--- src/rtl/serial_subtractor.sv ---
// serial_subtractor: bit-serial A-B-Bin, LSB first, one bit per clock, result after WIDTH shift edges.
// Optional SERIAL_SUB_OVF_EN adds output V (two's-complement overflow of the captured operands).
module serial_subtractor #(
  parameter int WIDTH = 8
) (
  input  logic             clk,
  input  logic             rst_n,
  input  logic             start,
  input  logic [WIDTH-1:0] A,
  input  logic [WIDTH-1:0] B,
  input  logic             Bin,
  output logic [WIDTH-1:0] D,
  output logic             Bout,
  output logic             busy,
  output logic             done
`ifdef SERIAL_SUB_OVF_EN
  ,
  output logic             V
`endif
);
  localparam int CW = $clog2(WIDTH + 1);
  localparam logic [1:0] IDLE  = 2'd0;
  localparam logic [1:0] SHIFT = 2'd1;
  localparam logic [1:0] DONE  = 2'd2;
  logic [1:0]       state;
  logic [WIDTH-1:0] a_sr, b_sr, d_sr, d_next;
  logic [CW-1:0]    cnt;
  logic             br, dbit, br_next, last;
  always_comb begin
    dbit    = a_sr[0] ^ b_sr[0] ^ br;
    br_next = (~a_sr[0] & b_sr[0]) | (~(a_sr[0] ^ b_sr[0]) & br);
    d_next  = (d_sr >> 1) | (WIDTH'(dbit) << (WIDTH - 1));
    last    = cnt == CW'(WIDTH - 1);
  end
  always_ff @(posedge clk or negedge rst_n) begin
    if (!rst_n) begin
      state <= IDLE;
      a_sr  <= '0;
      b_sr  <= '0;
      d_sr  <= '0;
      br    <= 1'b0;
      cnt   <= '0;
      D     <= '0;
      Bout  <= 1'b0;
      busy  <= 1'b0;
      done  <= 1'b0;
    end else begin
      case (state)
        IDLE: if (start) begin
          a_sr  <= A;
          b_sr  <= B;
          br    <= Bin;
          cnt   <= '0;
          busy  <= 1'b1;
          state <= SHIFT;
        end
        SHIFT: begin
          d_sr <= d_next;
          a_sr <= a_sr >> 1;
          b_sr <= b_sr >> 1;
          br   <= br_next;
          cnt  <= cnt + 1'b1;
          if (last) begin
            D     <= d_next;
            Bout  <= br_next;
            done  <= 1'b1;
            busy  <= 1'b0;
            state <= DONE;
          end
        end
        default: begin
          done  <= 1'b0;
          state <= IDLE;
        end
      endcase
    end
  end
`ifdef SERIAL_SUB_OVF_EN
  // operand sign bits are shifted out of a_sr/b_sr, so keep them separately
  logic am, bm;
  always_ff @(posedge clk or negedge rst_n) begin
    if (!rst_n) begin
      am <= 1'b0;
      bm <= 1'b0;
      V  <= 1'b0;
    end else if (state == IDLE && start) begin
      am <= A[WIDTH-1];
      bm <= B[WIDTH-1];
    end else if (state == SHIFT && last) begin
      V <= (am ^ bm) & (d_next[WIDTH-1] ^ am);
    end
  end
`endif
endmodule

--- config.mk ---
export PLATFORM = sky130hd
export DESIGN_NAME = serial_subtractor
export DESIGN_NICKNAME = d
export VERILOG_FILES = /design/src/rtl/serial_subtractor.sv
export SDC_FILE = /design/constraint.sdc
export NUM_CORES = 1
export LEC_CHECK = 0
export CAP_MARGIN = 40
export CORE_MARGIN = 5
export CORE_UTILIZATION = 30
export CTS_BUF_LIST = sky130_fd_sc_hd__clkbuf_8
export CTS_CLUSTER_SIZE = 20
export DETAILED_ROUTE_END_ITERATION = 7
export GPL_TIMING_DRIVEN = 0
export PLACE_DENSITY = 0.53
export SYNTH_ARGS = -nofsm -noshare
export SYNTH_HDL_FRONTEND = slang
export SYNTH_SLANG_ARGS = --single-unit
--- constraint.sdc ---
create_clock -name clk -period 1.4 [get_ports clk]
set_input_delay 0.35 -clock clk [delete_from_list [all_inputs] [get_ports clk]]
set_output_delay 0.35 -clock clk [all_outputs]
set_load 0.02 [all_outputs]
==> metrics.md, run 1 <==
| Metric | Value |
|---|---|
| Post-Syn Area | 1850 um2 |
| Share of the synthesized area in the top cell type | 55.6% |
| Drt wl/cell | 14.5 um |
| Vias/cell | 4.74 |
| Cells on worst reg2reg path | 5 |
| # setup viols final | 4 |
| Type of the tightest min-delay check | input port to asynchronous set/reset pin |
| TritonCTS clock tree | yes |
| WP data required | 1.59 ns |
| Synth top area cells | dfrtp_1 (56%), mux2_4 (6.5%), nand2_1 (6.1%) |
| Failing checks | negative setup slack |
| Clk_lat worst skew | 0.29 ns |
| Startpoint types | flop |
| DIE WIDTH | 88.5 um |
| Die area | 7830 um2 |
| Final WS setup | -0.0237 ns |
| Worst setup path startpoint | cnt[1] |
| PwrDens | 2150 nW/um2 |
| Largest fanout on the critical path | 8 |
| GRT met1 Usage | 16.8% |
| Vias in the first global route | 1478 |
| GR Util met3 | 2.79% |
| Register area share after synthesis | 55.6% |
| Period minus WS final | 1.42 ns |
| Post-Syn Instances | 170 |
| Core Rows | 28 |
| Ant diodes | 0 |
| Peak VDD IR | 0.000918 V |
| CP delay by family, top | flip-flops |
| Clk slew on worst S/H paths | 0.08 ns |
| Layout area overhead | 33.0% |
| Buf/Inv on CP | 1 |
| Core box area | 5960 um2 |
| Yosys warns | 0 |
| Nets | 238 |
| Final Hold Viols | 0 |
| Max incr delay on CP | 0.38 ns |
| Slew headroom | 65.3% |
| Peak Freq | 0.702 GHz |
| HPWL Detailed | 2840 um |
| First-pass GRT wire length | 7260 um |
| CTS Buf Count | 5 |
| Power Total | 5.28 mW |
| CP cell instances | ha_2, and3b_2, nand2_8, buf_4, a22o_1 |
| Crit path kind | flop to flop |
| Slew of the pin with the lowest slew margin | 0.521 ns |
| Crit Reg-Reg Startpoint | cnt[1] |
| Worst setup EP type | flop |
| Final ANT Viol Nets | 0 |
| Drc violations | 0 |
| Starting DRT DRC Count | 62 |
| Mean Syn Cell Area | 10.9 um2 |
| Worst EP arrival | 1.61 ns |
| Pleak | 1.14 nW |
| Clock root cell | clkbuf_8 |
| Total gr overflow | 0 |
| Final worst clock skew | 0.00272 ns |
| Starting Density | 31.0% |
| Total wire length | 4230 um |
| Sink Count | 41 |
| Synthesized Nets | 192 |
| RSZ-0062 raised after global routing | true |
| GP Congestion | 0.718 |
| Initial antenna violation count | 0 |
| Share of cells above drive strength 1 | 18.9% |
| Total Routing Usage GR | 12.0% |
| Io pins | 31 |
| DRT Pass-1 Iters | 4 |
| Synth unique cells | 31 |
| Grt peak-use layer | met2 |
| Cell Count, Final, Fillers Out | 292 |
| Slowest stage cell on the critical path | dfrtp_1 |
| Fin crit share | 102% |
| Vias | 1385 |
| Status | finished with violations |
| WP depth | 5 |
| Synth area leader | dfrtp_1 |
| Die height | 88.5 um |
| Pin count of the biggest net entering global routing | 23 |
| Post-synthesis register bit count | 41 |
| Post-Place Cells | 276 |
| Met2 Track Usage GR | 18.7% |
| Port Buffers | 30 |
| Max-cap viol count | 0 |
| Slew Viols, Final | 0 |
| Htree depth | 2 |
| Clock buffer depth | 2 |
cell families after synthesis:
family                   after synthesis  synth area share [%]
multiplexers                           9                  7.05
AO/OA/AOI/OAI                         52                  17.5
adder cells (fa/ha/maj)                2                  1.76
buffers and inverters                 17                  4.47
AND/OR/NAND/NOR                       49                  13.6
flip-flops                            41                  55.6
stage by stage:
step / TNS, ns / worst slack [ns] / utilization (%) / hold slack [ns] / instance area [um2]
after floorplan: 0 / 0.00828 / - / 0.0544 / 1850
after global placement: -53.09 / -1.13 / 37.6 / 0.463 / 2240
after detailed placement: -7.19 / -0.450 / 38.0 / 0.357 / 2260
after CTS: -0.0442 / -0.0221 / 40.7 / 0.0276 / 2420
after global routing: -0.460 / -0.0805 / 41.2 / 0.0457 / 2460
final: -0.0723 / -0.0237 / 41.2 / 0.0164 / 2460
per-layer routing:
layer  share of wire, %  vias to the layer above
met5                  0                        -
met4               0.66                        0
met3                4.6                        4
met2                 47                       29
met1                 48                      669
li1                   -                      683
final timing paths:
path,endpoint,slack [ns]
max,busy,-0.02
min in group clk,d_sr[1],0.48
min,D[2],0.02
max in group asynchronous,a_sr[2],0.89
max reg2reg,busy,-0.02
min reg2reg,d_sr[1],0.48
state kept, by name, indices dropped and copies added, names as in the netlist:
signal,flops
a_sr,8
busy,1
Bout,1
br,1
D,8
b_sr,8
done,1
cnt,4
d_sr,7
state,2
cell type report:
type / instances / area (um2)
plain buffers: 9 / 61.3
clock buffers: 6 / 82.6
clock inverters: 2 / 37.5
fillers: 608 / 3500
inverters: 7 / 33.8
multi-input cells: 112 / 741
flip-flops and latches: 41 / 1030
well taps: 75 / 93.8
repair buffers: 40 / 380
cell usage after synthesis:
cell type / number
and2b_1: 1
mux2_4: 8
clkbuf_1: 4
a32o_1: 1
a2bb2oi_1: 3
nand3_1: 2
nor2b_1: 10
nand2b_1: 1
a22oi_1: 13
a22o_1: 2
mux2i_1: 1
buf_2: 4
dfrtp_1: 41
nand2_1: 30
buf_4: 1
o21bai_1: 1
fa_1: 1
nor3b_1: 1
nor2b_2: 1
and3b_2: 1
and2_1: 1
a21oi_1: 11
inv_4: 1
ha_1: 1
a31oi_1: 1
nand2_8: 1
o21ai_1: 3
o311ai_1: 1
o21ai_0: 16
buf_6: 1
inv_1: 6
report_power, final:
part,total (mW),internal [mW],switching (mW)
Combinational,2.25,1.09,1.15
Clock,1.01,0.580,0.432
Sequential,2.03,1.70,0.327
Total,5.28,3.37,1.91
what timing repair did:
action | 4_1_cts | 5_1_grt
pin swaps | 2 | 2
buffers inserted | 6 | 3
setup endpoints to repair | 30 | 31
gates resized for setup | 17 | 13
hold buffers | 0 | 0
cell usage in the layout (no fill, tap or decap), drive strengths merged, types with 2 or more instances in the layout:
cell and n:
a2bb2oi 3, dfrtp 41, nand3 2, mux2 8, clkdlybuf4s15 4, nor2b 11
nand2 31, clkdlybuf4s50 17, buf 17, inv 7, o21ai 19, a22o 2
a22oi 13, a21oi 11, clkbuf 9, dlygate4sd2 8
Power figures use the tool's default switching activity.
==> inputs of run 2 (changes only) <==
--- a/config.mk
+++ b/config.mk
@@ -11,7 +11,6 @@
 export CTS_BUF_LIST = sky130_fd_sc_hd__clkbuf_8
 export CTS_CLUSTER_SIZE = 20
 export DETAILED_ROUTE_END_ITERATION = 7
-export GPL_TIMING_DRIVEN = 0
 export PLACE_DENSITY = 0.53
 export SYNTH_ARGS = -nofsm -noshare
 export SYNTH_HDL_FRONTEND = slang
==> run 2 against run 1 <==
Compared with the run above:
- clock skew is 0.0024 ns higher
- combinational power up 4%
- die area unchanged
- hold slack gained 0.46 ns
- setup slack worse by 0.0030 ns
- design area rose by 1.3%
- sequential share of layout area down 0.53 points
- clock power fell by 24%
- fmax fell by 0.21%
- the run still ends with negative setup slack left
- critical path depth unchanged
==> metrics.md, run 2 (synthesized netlist as in run 1, its figures left out) <==
| Metric | Value |
|---|---|
| Status | finished with violations |
| Failing checks | negative setup slack |
| Commonest non-fill, non-tap cell in the layout | dfrtp_1 |
| Cell Count, Final, Fillers Out | 296 |
| Register area | 1030 um2 |
| DRT Pass-1 Iters | 4 |
| Most frequent cells in the layout | dfrtp_1 (41), nand2_1 (30), clkdlybuf4s50_1 (18), buf_4 (18), o21ai_0 (15) |
| Peak VDD IR | 0.000754 V |
| # fillers | 605 |
| Total wire length | 4050 um |
| Drt wl/cell | 13.7 um |
| Clock buffer depth | 2 |
| Pleak | 1.18 nW |
| Initial antenna violation count | 0 |
| Final Hold Viols | 0 |
| Total Routing Usage GR | 11.4% |
| Period minus WS final | 1.43 ns |
| Nets | 243 |
| GP Congestion | 0.695 |
| Htree depth | 2 |
| Largest registers | D x8, a_sr x8, b_sr x8 |
| PwrDens | 2060 nW/um2 |
| Die height | 88.5 um |
| Clk slew on worst S/H paths | 0.07 ns |
| Crit Reg-Reg Startpoint | cnt[0] |
| Worst setup EP type | flop |
| Fin crit share | 102% |
| WHS Endpoint | d_sr[1] |
| Clock root cell | clkbuf_8 |
| Startpoint types | flop |
| CTS Buf Count | 5 |
| HPWL Detailed | 2870 um |
| # setup viols final | 3 |
| TritonCTS clock tree | yes |
| Reg-to-reg setup timing slack | -0.03 ns |
| Slew of the pin with the lowest slew margin | 0.401 ns |
| Vias | 1406 |
| Final WS setup | -0.0267 ns |
| Peak Freq | 0.701 GHz |
| RSZ-0062 raised after global routing | true |
| Sink Count | 41 |
| Clk_lat worst skew | 0.29 ns |
| Drc violations | 0 |
| Largest fanout on the critical path | 5 |
| Final ANT Viol Nets | 0 |
| DIE WIDTH | 88.5 um |
| Starting Density | 31.0% |
| Core box area | 5960 um2 |
| Die area | 7830 um2 |
| Worst EP arrival | 1.60 ns |
| Max-cap viol count | 0 |
| Core Rows | 28 |
| Type of the tightest min-delay check | flop to flop |
| Crit path kind | flop to flop |
| WP data required | 1.57 ns |
| Slew Viols, Final | 0 |
| Worst slack, placed | -0.147 ns |
| Post-Place Cells | 284 |
| Share of cells above drive strength 1 | 19.5% |
| Slew headroom | 73.3% |
| Final worst clock skew | 0.00509 ns |
| Hold Path Cell Cnt | 2 |
| Vias in the first global route | 1360 |
| Ant diodes | 0 |
| First-pass GRT wire length | 6820 um |
| Starting DRT DRC Count | 53 |
| Hold Startpoint | d_sr[1] |
| Layout area overhead | 34.7% |
| Io pins | 31 |
| Footprint of the multi-input gates | 757 um2 |
| Total gr overflow | 0 |
| Port Buffers | 30 |
| Cells on worst reg2reg path | 5 |
| R2r endpoint | D[4] |
| Vias/cell | 4.75 |
| Pin count of the biggest net entering global routing | 23 |
run 2: where the power goes:
part | total [mW] | internal, mW | leakage, nW | switching, mW
combinational | 2.34 | 1.16 | 0.606 | 1.18
sequential | 2.02 | 1.70 | 0.523 | 0.315
clock | 0.763 | 0.384 | 0.0485 | 0.380
run 2: metal layers:
metal	global-route usage, %	share of wire (%)	wire length [um]	up-vias
li1	-	-	-	691
met1	14.9	47	1890	689
met2	18.4	48	1940	22
met3	2.89	4.3	175	4
met4	4.12	0.99	40	0
met5	0	0	0	-
run 2: worst max path at each step:
stage	to	startpoint	slack (ns)	cells past startpoint
after global placement	a_sr[7]	start	-0.13	4
after CTS	D[4]	cnt[0]	-0.05	5
after global routing	D[4]	cnt[0]	-0.08	5
after detailed placement	b_sr[7]	start	-0.15	5
after floorplan	D[4]	cnt[0]	0.008	5
final	D[4]	cnt[0]	-0.03	5
run 2: what timing repair did:
action                                 4_1_cts  5_1_grt
buffers inserted                             2        1
hold buffers                                 1        0
resized for setup                           15        4
gates cloned                                 1        0
setup endpoints to repair                   19       21
pin swaps                                    2        4
endpoints found under the hold margin       15        0
run 2: worst max-delay path, cell delays in order, from the launching register on:
cell and delay, ns:
dfrtp_1 0.37, ha_2 0.18, and3b_2 0.29, nand2_8 0.11, inv_8 0.08, mux2_4 0.29
run 2: layout make-up:
class	instances	area share (%)
clock buffer	6	3.32
clock inverter	1	0.151
inverter	7	1.36
multi-input combinational	113	30.4
sequential	41	41.2
tap	75	3.77
timing repair buffer	53	19.7
run 2: stage by stage:
| stage | hold slack [ns] | cell area, um2 | utilization, % | power [mW] | setup TNS, ns |
|---|---|---|---|---|---|
| after floorplan | 0.0544 | 1850 | - | 3.48 | 0 |
| after global placement | 0.300 | 2350 | 39.5 | 4.35 | -1.94 |
| after detailed placement | 0.300 | 2350 | 39.5 | 4.41 | -2.17 |
| after CTS | 0.484 | 2470 | 41.5 | 5.15 | -0.132 |
| after global routing | 0.517 | 2490 | 41.8 | 5.55 | -0.369 |
| final | 0.480 | 2490 | 41.8 | 5.12 | -0.0731 |
